[config.mk]
export PLATFORM = sky130hd
export DESIGN_NAME = arbitro_rr
export DESIGN_NICKNAME = d
export VERILOG_FILES = /design/src/rtl/arbitro_pkg.sv /design/src/rtl/arbitro_rr_pick.sv /design/src/rtl/arbitro_rr.sv
export SDC_FILE = /design/constraint.sdc
export NUM_CORES = 1
export LEC_CHECK = 0
export BUFFER_PORTS_ARGS = -buffer_cell sky130_fd_sc_hd__clkbuf_2
export CELL_PAD_IN_SITES_DETAIL_PLACEMENT = 1
export CELL_PAD_IN_SITES_GLOBAL_PLACEMENT = 1
export CORE_MARGIN = 10
export CORE_UTILIZATION = 41
export DETAILED_ROUTE_END_ITERATION = 10
export GPL_ROUTABILITY_DRIVEN = 0
export GPL_TIMING_DRIVEN = 0
export PLACE_DENSITY = 0.79
export REMOVE_ABC_BUFFERS = 1
export SYNTH_ARGS = -nofsm -noshare
export SYNTH_HDL_FRONTEND = slang
export SYNTH_SLANG_ARGS = --single-unit
[constraint.sdc]
create_clock -name clk -period 2.1 [get_ports clk]
set_clock_uncertainty 0.05 [all_clocks]
set_input_delay 0.42 -clock clk [delete_from_list [all_inputs] [get_ports clk]]
set_output_delay 0.42 -clock clk [all_outputs]
set_load 0.01 [all_outputs]
[src/rtl/arbitro_pkg.sv]
// Shared constants, FSM states and helpers for the round-robin burst arbiter.
package arbitro_pkg;

   localparam int NPORT = 4;
   localparam int IDX_W = 2;

   typedef enum logic {
      IDLE  = 1'b0,
      GRANT = 1'b1
   } state_t;

   function automatic logic [NPORT-1:0] onehot(input logic [IDX_W-1:0] idx);
      logic [NPORT-1:0] v;
      v = '0;
      v[idx] = 1'b1;
      return v;
   endfunction

endpackage

[src/rtl/arbitro_rr_pick.sv]
// Rotating-priority encoder: first set request at or above ptr, wrapping mod 4.
module arb_rr_pick
   import arbitro_pkg::*;
(
   input  logic [NPORT-1:0] req,
   input  logic [IDX_W-1:0] ptr,
   output logic [IDX_W-1:0] gnt_idx,
   output logic             any
);

   logic [NPORT-1:0] rot;
   logic [NPORT-1:0] lsb;
   logic [IDX_W-1:0] off;

   always_comb begin
      for (int k = 0; k < NPORT; k++) begin
         rot[k] = req[ptr + IDX_W'(k)];
      end
   end

   // Isolate the lowest set bit so the decode below is one-hot.
   assign lsb = rot & (~rot + 4'd1);

   always_comb begin
      off = '0;
      unique case (1'b1)
         lsb[0]:  off = 2'd0;
         lsb[1]:  off = 2'd1;
         lsb[2]:  off = 2'd2;
         lsb[3]:  off = 2'd3;
         default: off = 2'd0;
      endcase
   end

   assign gnt_idx = ptr + off;
   assign any     = |req;

endmodule

[src/rtl/arbitro_rr.sv]
// Round-robin burst arbiter: four input FIFOs to four output FIFOs,
// one-cycle pop-to-push pipeline and per-input saturating word counters.
module arbitro_rr
   import arbitro_pkg::*;
#(
   parameter int BURST = 4,
   parameter int CNT_W = 8
) (
   input  logic             clk,
   input  logic             reset,
   input  logic [3:0]       empty,
   input  logic [3:0]       afull,
   input  logic [1:0]       dest,
   output logic [3:0]       pop,
   output logic [3:0]       push,
   output logic [1:0]       mux_sel,
   output logic             idle,
   input  logic [1:0]       cnt_sel,
   output logic [CNT_W-1:0] cnt_out
);

   localparam int BC_W = $clog2(BURST + 1);

   state_t           state, state_nx;
   logic [IDX_W-1:0] rr_ptr, rr_ptr_nx;
   logic [IDX_W-1:0] cur, cur_nx;
   logic [BC_W-1:0]  bcnt, bcnt_nx;
   logic             vld_d;
   logic [IDX_W-1:0] sel_d;
   logic [IDX_W-1:0] pick_idx;
   logic             pick_any;
   logic             stall;
   logic [CNT_W-1:0] cnt [NPORT];

   assign stall = |afull;

   arb_rr_pick u_pick (
      .req     (~empty),
      .ptr     (rr_ptr),
      .gnt_idx (pick_idx),
      .any     (pick_any)
   );

   always_comb begin
      state_nx  = state;
      rr_ptr_nx = rr_ptr;
      cur_nx    = cur;
      bcnt_nx   = bcnt;
      pop       = '0;
      unique case (state)
         IDLE: begin
            if (pick_any && !stall) begin
               cur_nx   = pick_idx;
               bcnt_nx  = '0;
               state_nx = GRANT;
            end
         end
         GRANT: begin
            // Backpressure freezes the grant and its burst count.
            if (!stall) begin
               if (!empty[cur]) begin
                  pop     = onehot(cur);
                  bcnt_nx = bcnt + 1'b1;
                  if (bcnt_nx == BC_W'(BURST)) begin
                     state_nx  = IDLE;
                     rr_ptr_nx = cur + 1'b1;
                  end
               end else begin
                  state_nx  = IDLE;
                  rr_ptr_nx = cur + 1'b1;
               end
            end
         end
         default: state_nx = IDLE;
      endcase
   end

   always_ff @(posedge clk) begin
      if (!reset) begin
         state  <= IDLE;
         rr_ptr <= '0;
         cur    <= '0;
         bcnt   <= '0;
         vld_d  <= 1'b0;
         sel_d  <= '0;
      end else begin
         state  <= state_nx;
         rr_ptr <= rr_ptr_nx;
         cur    <= cur_nx;
         bcnt   <= bcnt_nx;
         vld_d  <= |pop;
         sel_d  <= cur;
      end
   end

   always_ff @(posedge clk) begin
      for (int i = 0; i < NPORT; i++) begin
         if (!reset) begin
            cnt[i] <= '0;
         end else if (pop[i] && (cnt[i] != {CNT_W{1'b1}})) begin
            cnt[i] <= cnt[i] + 1'b1;
         end
      end
   end

   assign push    = vld_d ? onehot(dest) : '0;
   assign mux_sel = sel_d;
   assign idle    = (state == IDLE) && (&empty) && !vld_d;
   assign cnt_out = cnt[cnt_sel];

endmodule

# --- Yosys cells after proc, flatten, opt, wreduce, memory -nomap -nowiden ---
# Memories as Yosys holds them, arrays and structs flattened.
# Index checks and enable logic that the tools add are counted.
word_totals:
  inputBits: 14
  mem_bits_rw: 32
  output_inout_bits: 19
  n_memories: 1
  wordCells: 109
  reg_bits: 11
op_classes:
  n_bitwise: 9
  n_eq_ne: 8
  n_mux: 47
  n_reduce_logical: 19
  addsub: 11
  n_lt_le_gt_ge: 8
memory_table:
  columns: ["memory", "depth", "word_bits", "rd", "rd_clocked_by_memory_dff", "write_ports", "line_no", "text"]
  rows:
  - ["cnt", 4, 8, 5, 0, 4, "arbitro_rr.sv:33", "logic [CNT_W-1:0] cnt [NPORT];"]
op_table:
  columns: ["operator", "count"]
  rows:
  - ["$add A8 B1 Y8 const B", 4]
  - ["$mux W8", 4]
  - ["$ne A8 B8 Y1 const B", 4]
  - ["$mux W1", 24]
  - ["$lt A2 B3 Y1 const B", 6]
  - ["$mux W4", 4]
  - ["$reduce_or A4 Y1", 3]
  - ["$bmux W1 S2", 5]
  - ["$logic_and A1 B1 Y1", 9]
  - ["$mux W3", 3]
  - ["$not A4 Y4", 2]
  - ["$ne A2 B2 Y1 const B", 3]
  - ["$pmux W2 S3", 1]
  - ["$pmux W3 S2", 1]
  - ["$reduce_and A3 Y1", 2]
  - ["$add A2 B1 Y2 const B", 2]
  - ["$add A2 B2 Y2 const B", 2]
  - ["$add A4 B1 Y4 const B", 1]
  - ["$and A4 B4 Y4", 1]
  - ["$demux W1 S2", 2]
  - ["$ge A2 B1 Y1 const B", 2]
  - ["$mux W2", 2]
  - ["$or A1 B1 Y1", 4]
  - ["$reduce_and A4 Y1", 1]
  - ["other kinds (8)", 10]

# --- Logic depth before layout (Yosys ltp) ---
logic_depth:
  word_depth: 12
  mapped_depth: 10
  mapped_depth_nobuf: 9

# --- Cells and area by module ---
# From an unflattened synthesis, not the netlist that was laid out.
unflattened:
  hier_cells: 257
  area_unflattened_um2: 2642.5
modules_own_cells:
  columns: ["mod", "area_each_um2", "seq_area_each_um2", "cells_per_inst", "n_inst"]
  rows:
  - ["arbitro_rr", 2476.1, 1181.1, 232, 1]
  - ["arb_rr_pick", 166.4, 0.0, 25, 1]

# --- Worst setup path after synthesis ---
# OpenSTA, ideal clock, no wires.
synth_timing:
  path_type: "input to register"
  start: "in empty[0]"
  end: "mem cnt[3][0], enable pin"
  setup_time_ns: 0.329
  required_ns: 1.721
  path_buffers: 2
  cell_stages: 6
  t_arrival_ns: 1.752
  path_slack_ns: -0.031
  path_cell_list: "buf_2 -> mux4_2 -> nor2_8 -> buf_6 -> nand3_1 -> nand2_1"
synth_lines:
  columns: ["item", "line_no", "text"]
  rows:
  - ["start, declared", "arbitro_rr.sv:11", "input logic [3:0] empty,"]
  - ["end, declared", "arbitro_rr.sv:33", null]

# --- Worst setup path in the final report ---
layout_timing:
  start: "reg cur[0]"
  end: "out pop[1]"
layout_via:
  elab_chain_len: 7
  elab_cells_between_ends: 10
  cone_classes: "order compare: 2; mux: 7; reduce/logical: 1"
layout_lines:
  columns: ["item", "line_no", "text"]
  rows:
  - ["start, declared", "arbitro_rr.sv:26", "logic [IDX_W-1:0] cur, cur_nx;"]
  - ["start signal, assigned", "arbitro_rr.sv:89", "cur <= cur_nx;"]
  - ["$lt A2 B3 Y1 (implied by the code) / $ge A2 B1 Y1 (equally long branches)", "arbitro_pkg.sv:15", "v[idx] = 1'b1;"]
  - ["$logic_and A1 B1 Y1 (implied by the code)", "arbitro_pkg.sv:15", null]
  - ["$mux W1 (implied by the code)", "arbitro_pkg.sv:15", null]
  - ["$demux W1 S2", "arbitro_pkg.sv:15", null]
  - ["$mux W4 (*)", "arbitro_rr.sv:61", "if (!empty[cur]) begin"]
  - ["$mux W4 (*)", "arbitro_rr.sv:60", "if (!stall) begin"]
  - ["$mux W4 (*)", "arbitro_rr.sv:50", "unique case (state)"]
  - ["end, declared", "arbitro_rr.sv:14", "output logic [3:0] pop,"]
# Every way passes the cells marked *; elsewhere a longest branch is shown, timed or not. The select of a mux whose other input is x is not followed.

==> flow_summary.json <==
{
  "vias": 1962,
  "overflow": 0,
  "final.period_utilization_pct": 101,
  "min_path_type": "in -> reg",
  "irDropWorstVdd_mv": 0.285,
  "rsz0062_at_grt": "yes",
  "regToRegStartpoint": "cur[0]",
  "dpl.cell_count": 344,
  "clockBufferDepth": 2,
  "hold_buffers": 0,
  "numCtsBuffers": 5,
  "ant_nets": 0,
  "ys_dominant_reg_cell": "edfxtp_1",
  "die_h_um": 100,
  "ioPinCount": 33,
  "synth_top_area_share_pct": 36.4,
  "nNetsFinal": 304,
  "track_usage_pct": 12.5,
  "n_antenna_cell": 0,
  "r2r_setup_slack_ns": 0.08,
  "synth_warnings": 0,
  "fmax_mhz": 472,
  "final_util_pct": 47.6,
  "cts_tree": "built",
  "worst_setup_path_end_kind": "primary output",
  "grt_start_max_net_pins": 24,
  "drt_iter0_drc": 78,
  "ys_seq_elements": 43,
  "ff2ff_path_depth": 6,
  "route.detailed.drc": 0,
  "run_status": "finished with violations",
  "slew_headroom_pct": 58.9,
  "hold_viol_final": 0,
  "areaGrowthSynthToFinish_pct": 13.8,
  "htreeDepth": 2,
  "maxCapViolations": 0,
  "root_buffer": "clkbuf_8",
  "synth_cell_type_count": 37,
  "start_util_pct": 41.8,
  "drive_gt1_share_pct": 23.6,
  "finalSetupViolCount": 4,
  "cp_max_fo": 6,
  "setup_ws_ns": -0.0178,
  "critPathKind": "reg -> out",
  "die_x_um": 100,
  "cts.sinks": 43,
  "violations": "negative setup slack",
  "r2r_end": "cnt[3][3]",
  "synth.most_common_cell": "nor2_1",
  "clkTransAtPathRegs_ns": 0.08,
  "syn_avg_cell_area_um2": 10.8,
  "clock_latency_ns": 0.30,
  "grt_pass1_vias": 1998,
  "antenna_found_initial": 0,
  "synth_edf_count": 32,
  "cp.arrival_ns": 1.65,
  "required_ns": 1.63,
  "port_buffers": 32,
  "routed_wl_um": 6100,
  "yosysSeqAreaShare_pct": 44.7,
  "power_density_nw_per_um2": 545,
  "tightest_slew_ns": 0.616,
  "finalNonFillerCells": 357,
  "syn_inst": 245,
  "viasPerCell": 5.50,
  "layout_min_cycle_time_ns": 2.12,
  "holdWs_ns": 0.440,
  "coreArea_um2": 6310,
  "num_rows": 29,
  "crit_start": "cur[0]",
  "finalSetupTns_ns": -0.0480,
  "grt_first_pass_wirelength_um": 10100,
  "ys_top_cells_by_area": "edfxtp_1 (36%), dfxtp_1 (8.3%), mux4_2 (7.7%), ha_1 (5.2%), nor2_1 (4.7%)",
  "start_kind": "flop",
  "die_area_um2": 10100,
  "hpwlAfterDp_um": 4660,
  "synth_area_um2": 2640,
  "wire_per_inst_um": 17.1,
  "leakage_nw": 1.19,
  "async_flop_share_pct": 0,
  "synthTopCellsByCount": "nor2_1 (33), edfxtp_1 (32), nand3_1 (19), nand2_1 (17), xnor2_1 (14)",
  "drv_slew": 0,
  "crit_path_end": "pop[1]",
  "first_pass_iters": 4,
  "yosys.area.top_type": "edfxtp_1"
}
## kinds of logic after synthesis
group                    Yosys count  share of synthesized area [%]
AO/OA/AOI/OAI                     23                           5.45
XOR/XNOR                          26                           8.62
adder cells (fa/ha/maj)           11                           5.21
buffers and inverters             17                           3.08
flip-flops                        43                           44.7
multiplexers                      10                           8.05
AND/OR/NAND/NOR                  115                           24.9
## where the power goes
group / total [W] / leakage (nW) / internal [W] / switching, W
registers: 0.000963 / 0.420 / 0.000932 / 0.0000311
clock network: 0.000518 / 0.0422 / 0.000234 / 0.000284
logic: 0.000156 / 0.725 / 0.0000696 / 0.0000869
## sequential cells by signal, indices dropped and copies added (netlist names)
| register | count |
|---|---|
| state | 1 |
| rr_ptr | 2 |
| cur | 2 |
| vld_d | 1 |
| mux_sel | 2 |
| cnt | 32 |
| bcnt | 3 |
## cell type report
class / count / area, um^2
fill: 724 / 3310
inverter: 7 / 26.3
multi-input combinational: 185 / 1400
sequential: 43 / 1180
clock inverter: 1 / 5.00
tap: 77 / 96.3
timing repair buffer: 37 / 216
clock buffer: 7 / 76.3
## critical path: stages, from the launching register on
cell     delay, ns
dfxtp_4       0.36
mux4_2        0.57
nor2_8        0.15
and2_1        0.15
buf_6         0.11
## metrics by stage
step	total power, W	setup slack, ns	area, um^2
after floorplan	0.00106	0.0736	2590
after global placement	0.00113	-0.271	2840
after detailed placement	0.00114	-0.350	2840
after CTS	0.00166	-0.0560	2980
after global routing	0.00170	-0.0816	3010
final	0.00164	-0.0178	3010
## per-layer routing
metal | vias up | wire (um) | track usage, %
met2 | 18 | 3120 | 20.8
met3 | 7 | 160 | 2.68
met5 | - | 0 | 0
met1 | 974 | 2720 | 15.3
met4 | 0 | 107 | 4.89
li1 | 963 | - | -
## layout by cell type, fill, tap and decap left out, types with 5 or more instances in the layout
cell type,n
a21oi_1,6
nand4_1,5
nor2_1,33
and3_1,12
nor2b_1,6
inv_1,7
clkbuf_8,5
xor2_1,12
buf_4,5
edfxtp_1,32
o21ai_0,8
dfxtp_1,10
mux4_2,9
xnor2_1,14
nand2_2,5
nand2_1,13
nand3_1,19
clkbuf_2,28
ha_1,11
## worst min path at each step
stage,endpoint,depth (start not counted),start
after CTS,state,4,afull[2]
after global placement,bcnt[0],1,bcnt[0]
final,state,4,afull[2]
after global routing,vld_d,4,afull[2]
after floorplan,bcnt[0],1,bcnt[0]
after detailed placement,bcnt[0],1,bcnt[0]
## repair_timing
action | CTS | global route
setup buffers | 5 | 0
setup endpoints to repair | 36 | 20
pin swaps | 1 | 0
resized for setup | 7 | 9
(Power assumes the default switching activity.)
